File: config.mk
export PLATFORM = sky130hd
export DESIGN_NAME = branch_recovery_ctrl
export DESIGN_NICKNAME = d
export VERILOG_FILES = /design/src/rtl/branch_recovery_ctrl_pkg.sv /design/src/rtl/branch_recovery_ctrl.sv
export SDC_FILE = /design/constraint.sdc
export NUM_CORES = 1
export LEC_CHECK = 0
export BUFFER_PORTS_ARGS = -buffer_cell sky130_fd_sc_hd__buf_4
export CAP_MARGIN = 20
export CORE_ASPECT_RATIO = 1.4
export CORE_UTILIZATION = 46
export CTS_CLUSTER_DIAMETER = 50
export DETAILED_ROUTE_END_ITERATION = 7
export HOLD_SLACK_MARGIN = 0.12
export PLACE_DENSITY = 0.77
export SETUP_SLACK_MARGIN = 0.15
export SYNTH_ARGS = -nofsm -noshare
export SYNTH_HDL_FRONTEND = slang
export SYNTH_SLANG_ARGS = --single-unit
export TNS_END_PERCENT = 10
File: constraint.sdc
create_clock -name clk -period 2.4 [get_ports clk]
set_clock_uncertainty 0.1 [all_clocks]
set_input_delay 0.72 -clock clk [delete_from_list [all_inputs] [get_ports clk]]
set_output_delay 0.72 -clock clk [all_outputs]
set_load 0.1 [all_outputs]
File: src/rtl/branch_recovery_ctrl_pkg.sv
// +--------------------------------------------------------------------------+
// | branch_recovery_ctrl_pkg: shared types and defaults for branch recovery   |
// | Revision: 1.0                                                             |
// +--------------------------------------------------------------------------+
`default_nettype none

package branch_recovery_ctrl_pkg;

  typedef logic [63:0] xlen_t;

  typedef enum logic [1:0] {
    BR_IDLE     = 2'd0,
    BR_FLUSH    = 2'd1,
    BR_REDIRECT = 2'd2
  } br_rec_state_t;

  localparam int BR_FLUSH_CYCLES = 2;
  localparam int BR_CNT_W        = 4;

endpackage

`default_nettype wire

File: src/rtl/branch_recovery_ctrl.sv
// +--------------------------------------------------------------------------+
// | branch_recovery_ctrl: commit-time mispredict flush/redirect sequencer.    |
// | Optional macro BR_RECOVERY_STATS_EN adds branch/mispredict counters.      |
// | Revision: 1.0                                                             |
// +--------------------------------------------------------------------------+
`default_nettype none

module branch_recovery_ctrl
  import branch_recovery_ctrl_pkg::*;
#(
  parameter int FLUSH_CYCLES = BR_FLUSH_CYCLES
) (
  input  logic  clk,
  input  logic  rstn,
  input  logic  commit_br_valid_i,
  output logic  commit_br_ready_o,
  output logic  bq_pop_o,
  input  logic  bq_missprediction_i,
  input  xlen_t bq_pcnext_i,
  output logic  flush_o,
  output logic  redirect_valid_o,
  output xlen_t redirect_pc_o,
  input  logic  redirect_ready_i,
`ifdef BR_RECOVERY_STATS_EN
  output logic [63:0] stat_branches_o,
  output logic [63:0] stat_misp_o,
`endif
  output logic  busy_o
);

  br_rec_state_t       state_q, state_d;
  logic [BR_CNT_W-1:0] cnt_q, cnt_d;
  xlen_t               pc_q, pc_d;
  logic                ready_q, ready_d;

  always_comb begin
    state_d = state_q;
    cnt_d   = cnt_q;
    pc_d    = pc_q;
    case (state_q)
      BR_IDLE: begin
        if (bq_pop_o && bq_missprediction_i) begin
          pc_d    = bq_pcnext_i & ~64'd1;
          cnt_d   = BR_CNT_W'(FLUSH_CYCLES - 1);
          state_d = BR_FLUSH;
        end
      end
      BR_FLUSH: begin
        if (cnt_q == '0) begin
          state_d = BR_REDIRECT;
        end else begin
          cnt_d = cnt_q - 1'b1;
        end
      end
      BR_REDIRECT: begin
        if (redirect_ready_i) begin
          state_d = BR_IDLE;
        end
      end
      default: state_d = BR_IDLE;
    endcase
    // Ready is registered so it holds 0 during reset and never depends on inputs.
    ready_d = (state_d == BR_IDLE);
  end

  always_ff @(posedge clk or negedge rstn) begin
    if (!rstn) begin
      state_q <= BR_IDLE;
      cnt_q   <= '0;
      pc_q    <= '0;
      ready_q <= 1'b0;
    end else begin
      state_q <= state_d;
      cnt_q   <= cnt_d;
      pc_q    <= pc_d;
      ready_q <= ready_d;
    end
  end

  assign commit_br_ready_o = ready_q;
  assign bq_pop_o          = commit_br_valid_i & ready_q;
  assign flush_o           = (state_q == BR_FLUSH);
  assign redirect_valid_o  = (state_q == BR_REDIRECT);
  assign redirect_pc_o     = pc_q;
  assign busy_o            = (state_q != BR_IDLE);

`ifdef BR_RECOVERY_STATS_EN
  logic [63:0] stat_br_q, stat_misp_q;

  always_ff @(posedge clk or negedge rstn) begin
    if (!rstn) begin
      stat_br_q   <= '0;
      stat_misp_q <= '0;
    end else begin
      if (bq_pop_o) begin
        stat_br_q <= stat_br_q + 64'd1;
      end
      if (bq_pop_o && bq_missprediction_i) begin
        stat_misp_q <= stat_misp_q + 64'd1;
      end
    end
  end

  assign stat_branches_o = stat_br_q;
  assign stat_misp_o     = stat_misp_q;
`endif

endmodule

`default_nettype wire

# [Yosys cells after proc, flatten, opt, wreduce, memory -nomap -nowiden]
# Cells that the tools add are included.
[op_classes] eq_ne=4 mux=7 reduce_logical=8 bitwise=1 add_sub_neg=1
[ops] operator="$mux 4" n=2
[ops] operator="$pmux 4 s2" n=1
[ops] operator="$mux 2" n=3
[ops] operator="$pmux 2 s3" n=1
[ops] operator="$logic_not 2->1" n=2
[ops] operator="$logic_not 4->1" n=1
[ops] operator="$ne 2x2->1 const B" n=2
[ops] operator="$reduce_bool 2->1" n=2
[ops] operator="$sub 4x1->4 const B" n=1
[ops] operator="$reduce_and 3->1" n=1
[ops] operator="$eq 2x1->1 const B" n=1
[ops] operator="$eq 2x2->1 const B" n=1
[ops] operator="$reduce_and 2->1" n=1
[ops] operator="$and 1x1->1" n=1
[ops] operator="$logic_and 1x1->1" n=1
[totals] out_inout_bits=69 reg_bits=70 in_bits=69

# [Logic depth before layout (Yosys ltp)]
[depth] word_depth=5 ltp_mapped=5 mapped_depth_nobuf=5

# [Least setup slack after synthesis]
# Ideal clock, no wire load.
[synth_path] path_type="flip-flop to flip-flop" from="register ready_q, in the netlist commit_br_ready_o" to="register pc_q[10], in the netlist redirect_pc_o[10]" required_ps=2175 path_stages_with_launch=5 arrival_time_ps=2637 path_slack_ps=-463 cell_sequence="dfrtp_1 and2_1 nand3_4 buf_6 mux2_4"
[synth_via] elab_chain_cells=3
[synth_lines] item="from (decl)" line="branch_recovery_ctrl.sv:34" rtl="logic ready_q, ready_d;"
[synth_lines] item="from (signal assigned)" line="branch_recovery_ctrl.sv:76" rtl="ready_q <= ready_d;"
[synth_lines] item="$and 1x1->1" line="branch_recovery_ctrl.sv:81" rtl="assign bq_pop_o = commit_br_valid_i & ready_q;"
[synth_lines] item="net bq_pop_o" line="branch_recovery_ctrl.sv:17" rtl="output logic bq_pop_o,"
[synth_lines] item="$logic_and 1x1->1" line="branch_recovery_ctrl.sv:42" rtl="if (bq_pop_o && bq_missprediction_i) begin"
[synth_lines] item="$reduce_and 2->1 (no line)"
[synth_lines] item="to (signal assigned)" line="branch_recovery_ctrl.sv:75" rtl="pc_q <= pc_d;"
[synth_lines] item="to (decl)" line="branch_recovery_ctrl.sv:33" rtl="xlen_t pc_q, pc_d;"
# The timed path passes the listed nets, and every way through them passes these cells.
# A chain may end at the register's enable or synchronous reset.

# [Worst setup path in the final report]
[layout_path] from="register state_q[1]" to="output port flush_o"
[layout_via] elab_chain_cells=1
[layout_lines] item="from (decl)" line="branch_recovery_ctrl.sv:31" rtl="br_rec_state_t state_q, state_d;"
[layout_lines] item="from (signal assigned)" line="branch_recovery_ctrl.sv:73" rtl="state_q <= state_d;"
[layout_lines] item="$eq 2x1->1" line="branch_recovery_ctrl.sv:82" rtl="assign flush_o = (state_q == BR_FLUSH);"
[layout_lines] item="to (decl)" line="branch_recovery_ctrl.sv:20" rtl="output logic flush_o,"
# No other way between the ends.

==> flow_metrics.env <==
export IMPL_postCtsSetupRepairBufs=0
export IMPL_grt_pass1_wl_mm=10.2
export IMPL_setup_viol_count_final=0
export IMPL_syn_nets=242
export IMPL_fmax_mhz=459
export IMPL_initial_utilization_pct=47.9
export IMPL_hold_viol=0
export IMPL_crit_type="flop to primary output"
export IMPL_timing_critical_path_arrival_ps=1360
export IMPL_cts_buffer_depth=2
export IMPL_avgSynthCellArea_um2=17.5
export IMPL_worstSetupStartpointType="flop"
export IMPL_die_y_um=97.5
export IMPL_crit_fanout=5
export IMPL_clk_pin_slew_ps=70
export IMPL_routedWlPerCell_um=16.2
export IMPL_syn_area_um2=2990
export IMPL_port_buffers=135
export IMPL_ioPinCount=138
export IMPL_diodes=0
export IMPL_post_place_ws_ps=306
export IMPL_die_x_um=70.2
export IMPL_overflow=0
export IMPL_maxSlewViolCount=0
export IMPL_rsz0062_at_grt="no"
export IMPL_postCtsHoldBufs=0
export IMPL_drive_gt1_share_pct=70.7
export IMPL_placeableCoreArea_um2=6250
export IMPL_place_congestion=0.762
export IMPL_drt_iter0_markers=65
export IMPL_vias=1956
export IMPL_end_kind="primary output"
export IMPL_cts_buffers=9
export IMPL_ys_ff_latch=70
export IMPL_grt_max_degree=39
export IMPL_nets=387
export IMPL_hpwlAfterDp_mm=4.71
export IMPL_setup_ws_ps=222
export IMPL_drv_cap=0
export IMPL_dieArea_um2=6840
export IMPL_run_status="completed"
export IMPL_period_needed_ps=2180
export IMPL_nFillCells=446
export IMPL_numClockSinks=70
export IMPL_post_route_drc_count=0
export IMPL_cts_root_buf="clkbuf_8"
export IMPL_cts_tree="done"
export IMPL_grt_pass1_vias=2031
export IMPL_ys_seq_area_share_pct=58.5
export IMPL_clkLatencyLatePin_ps=330
export IMPL_relSlewSlack_pct=65.5
export IMPL_tightest_slew_ps=517
export IMPL_holdCritPathClass="primary input to asynchronous set/reset pin"
export IMPL_period_share_pct=90.7
export IMPL_area_growth_pct=44.4
export IMPL_antenna_found_initial=0
export IMPL_rows=34
export IMPL_htree_levels=3
export IMPL_hold_slack_ps=248
export IMPL_yosysUniqueCellTypes=26
export IMPL_drt_total_wl_mm=6.38
export IMPL_stdcell_count=393
export IMPL_ys_warn_count=0
export IMPL_finalSetupTns_ps=0
export IMPL_detail_route_first_pass_iterations=4
export IMPL_cts_resized=0
export IMPL_dp_cells=377
export IMPL_avgViaCountPerCell=4.98
export IMPL_grt_usage_pct=19.6
export IMPL_required_ps=1580
export IMPL_syn_inst=171
export IMPL_ant_nets=0
==> cell type report <==
cell class,instances,area (um2),area share [%]
multi-input cells,87,1140,26.5
flip-flops and latches,70,1750,40.5
clock inverters,5,58.8,1.36
clock buffers,11,141,3.27
inverters,7,26.3,0.608
well taps,72,90.1,2.08
repair buffers,141,1110,25.6
==> worst paths after layout <==
kind | slack [ps] | endpoint | cells after the start | startpoint
min in group clk | 410 | cnt_q[3] | 1 | cnt_q[3]
min | 250 | redirect_pc_o[17] | 1 | rstn
max in group asynchronous | 1380 | redirect_pc_o[61] | 2 | rstn
min reg2reg | 410 | cnt_q[3] | 1 | cnt_q[3]
max reg2reg | 600 | cnt_q[1] | 5 | cnt_q[0]
max | 220 | flush_o | 3 | state_q[1]
==> cells by family after synthesis <==
kind of cell               share of synthesized area, %
DFF                                                58.5
muxes                                              32.3
buffers and inverters                              3.38
and+or+nand+nor                                    3.22
AOI/OAI and AO/OA                                  1.67
adders and majority gates                         0.836
other                                             0.125
==> layer usage <==
metal / wire, um / up-vias / track usage [%] / share of wire [%]
li1: - / 886 / - / -
met1: 2490 / 981 / 23.0 / 39
met2: 3420 / 73 / 32.5 / 54
met3: 265 / 16 / 4.05 / 4.2
met4: 204 / 0 / 11.8 / 3.2
met5: 0 / - / 0 / 0
==> synth_stat cells <==
library cell / count / share of area [%]
and3_1: 1 / 0.21
nand2b_1: 1 / 0.21
nand3_1: 2 / 0.33
mux2i_1: 2 / 0.67
mux2_2: 3 / 1.1
ha_1: 2 / 0.84
nor2_1: 1 / 0.13
a2bb2oi_4: 1 / 0.88
nand3_4: 1 / 0.59
buf_4: 1 / 0.25
buf_6: 6 / 2.3
nor2_2: 1 / 0.21
inv_2: 1 / 0.13
nand4bb_1: 1 / 0.38
nor2b_1: 2 / 0.42
a21oi_1: 1 / 0.17
and2_1: 1 / 0.21
o2bb2ai_1: 1 / 0.29
mux2_1: 1 / 0.38
nor3_1: 1 / 0.17
dfrtp_1: 70 / 59
conb_1: 1 / 0.13
mux2_4: 60 / 30
o21ai_0: 2 / 0.33
or3b_4: 1 / 0.38
inv_1: 6 / 0.75
==> registers in the layout (all words and copies together), names as in the netlist <==
| name | cells |
|---|---|
| redirect_pc_o | 63 |
| cnt_q | 4 |
| commit_br_ready_o | 1 |
| state_q | 2 |
==> worst max-delay path, cell delays in order, from the launching register on <==
cell and delay (ps):
dfrtp_1 410, nand2b_1 200, inv_2 120, buf_4 300
==> per-stage QoR <==
stage	utilization, %	area [um2]
floorplan	-	3000
global placement	65.9	4120
detailed placement	65.9	4120
CTS	69.1	4320
global route	69.1	4320
finish	69.1	4320
==> placed cells by master, fill, tap and decap left out, types with 2 or more instances in the layout <==
cell type / n
dfrtp_1: 69
ha_1: 2
buf_12: 4
nand3_1: 2
o21ai_0: 2
clkinvlp_4: 2
mux2_4: 60
inv_1: 6
buf_4: 137
clkbuf_8: 10
mux2_2: 3
mux2i_1: 2
Power is left out: the tool's default activity adds up to more than one toggle a clock period on the data nets, which glitch-free logic cannot reach.
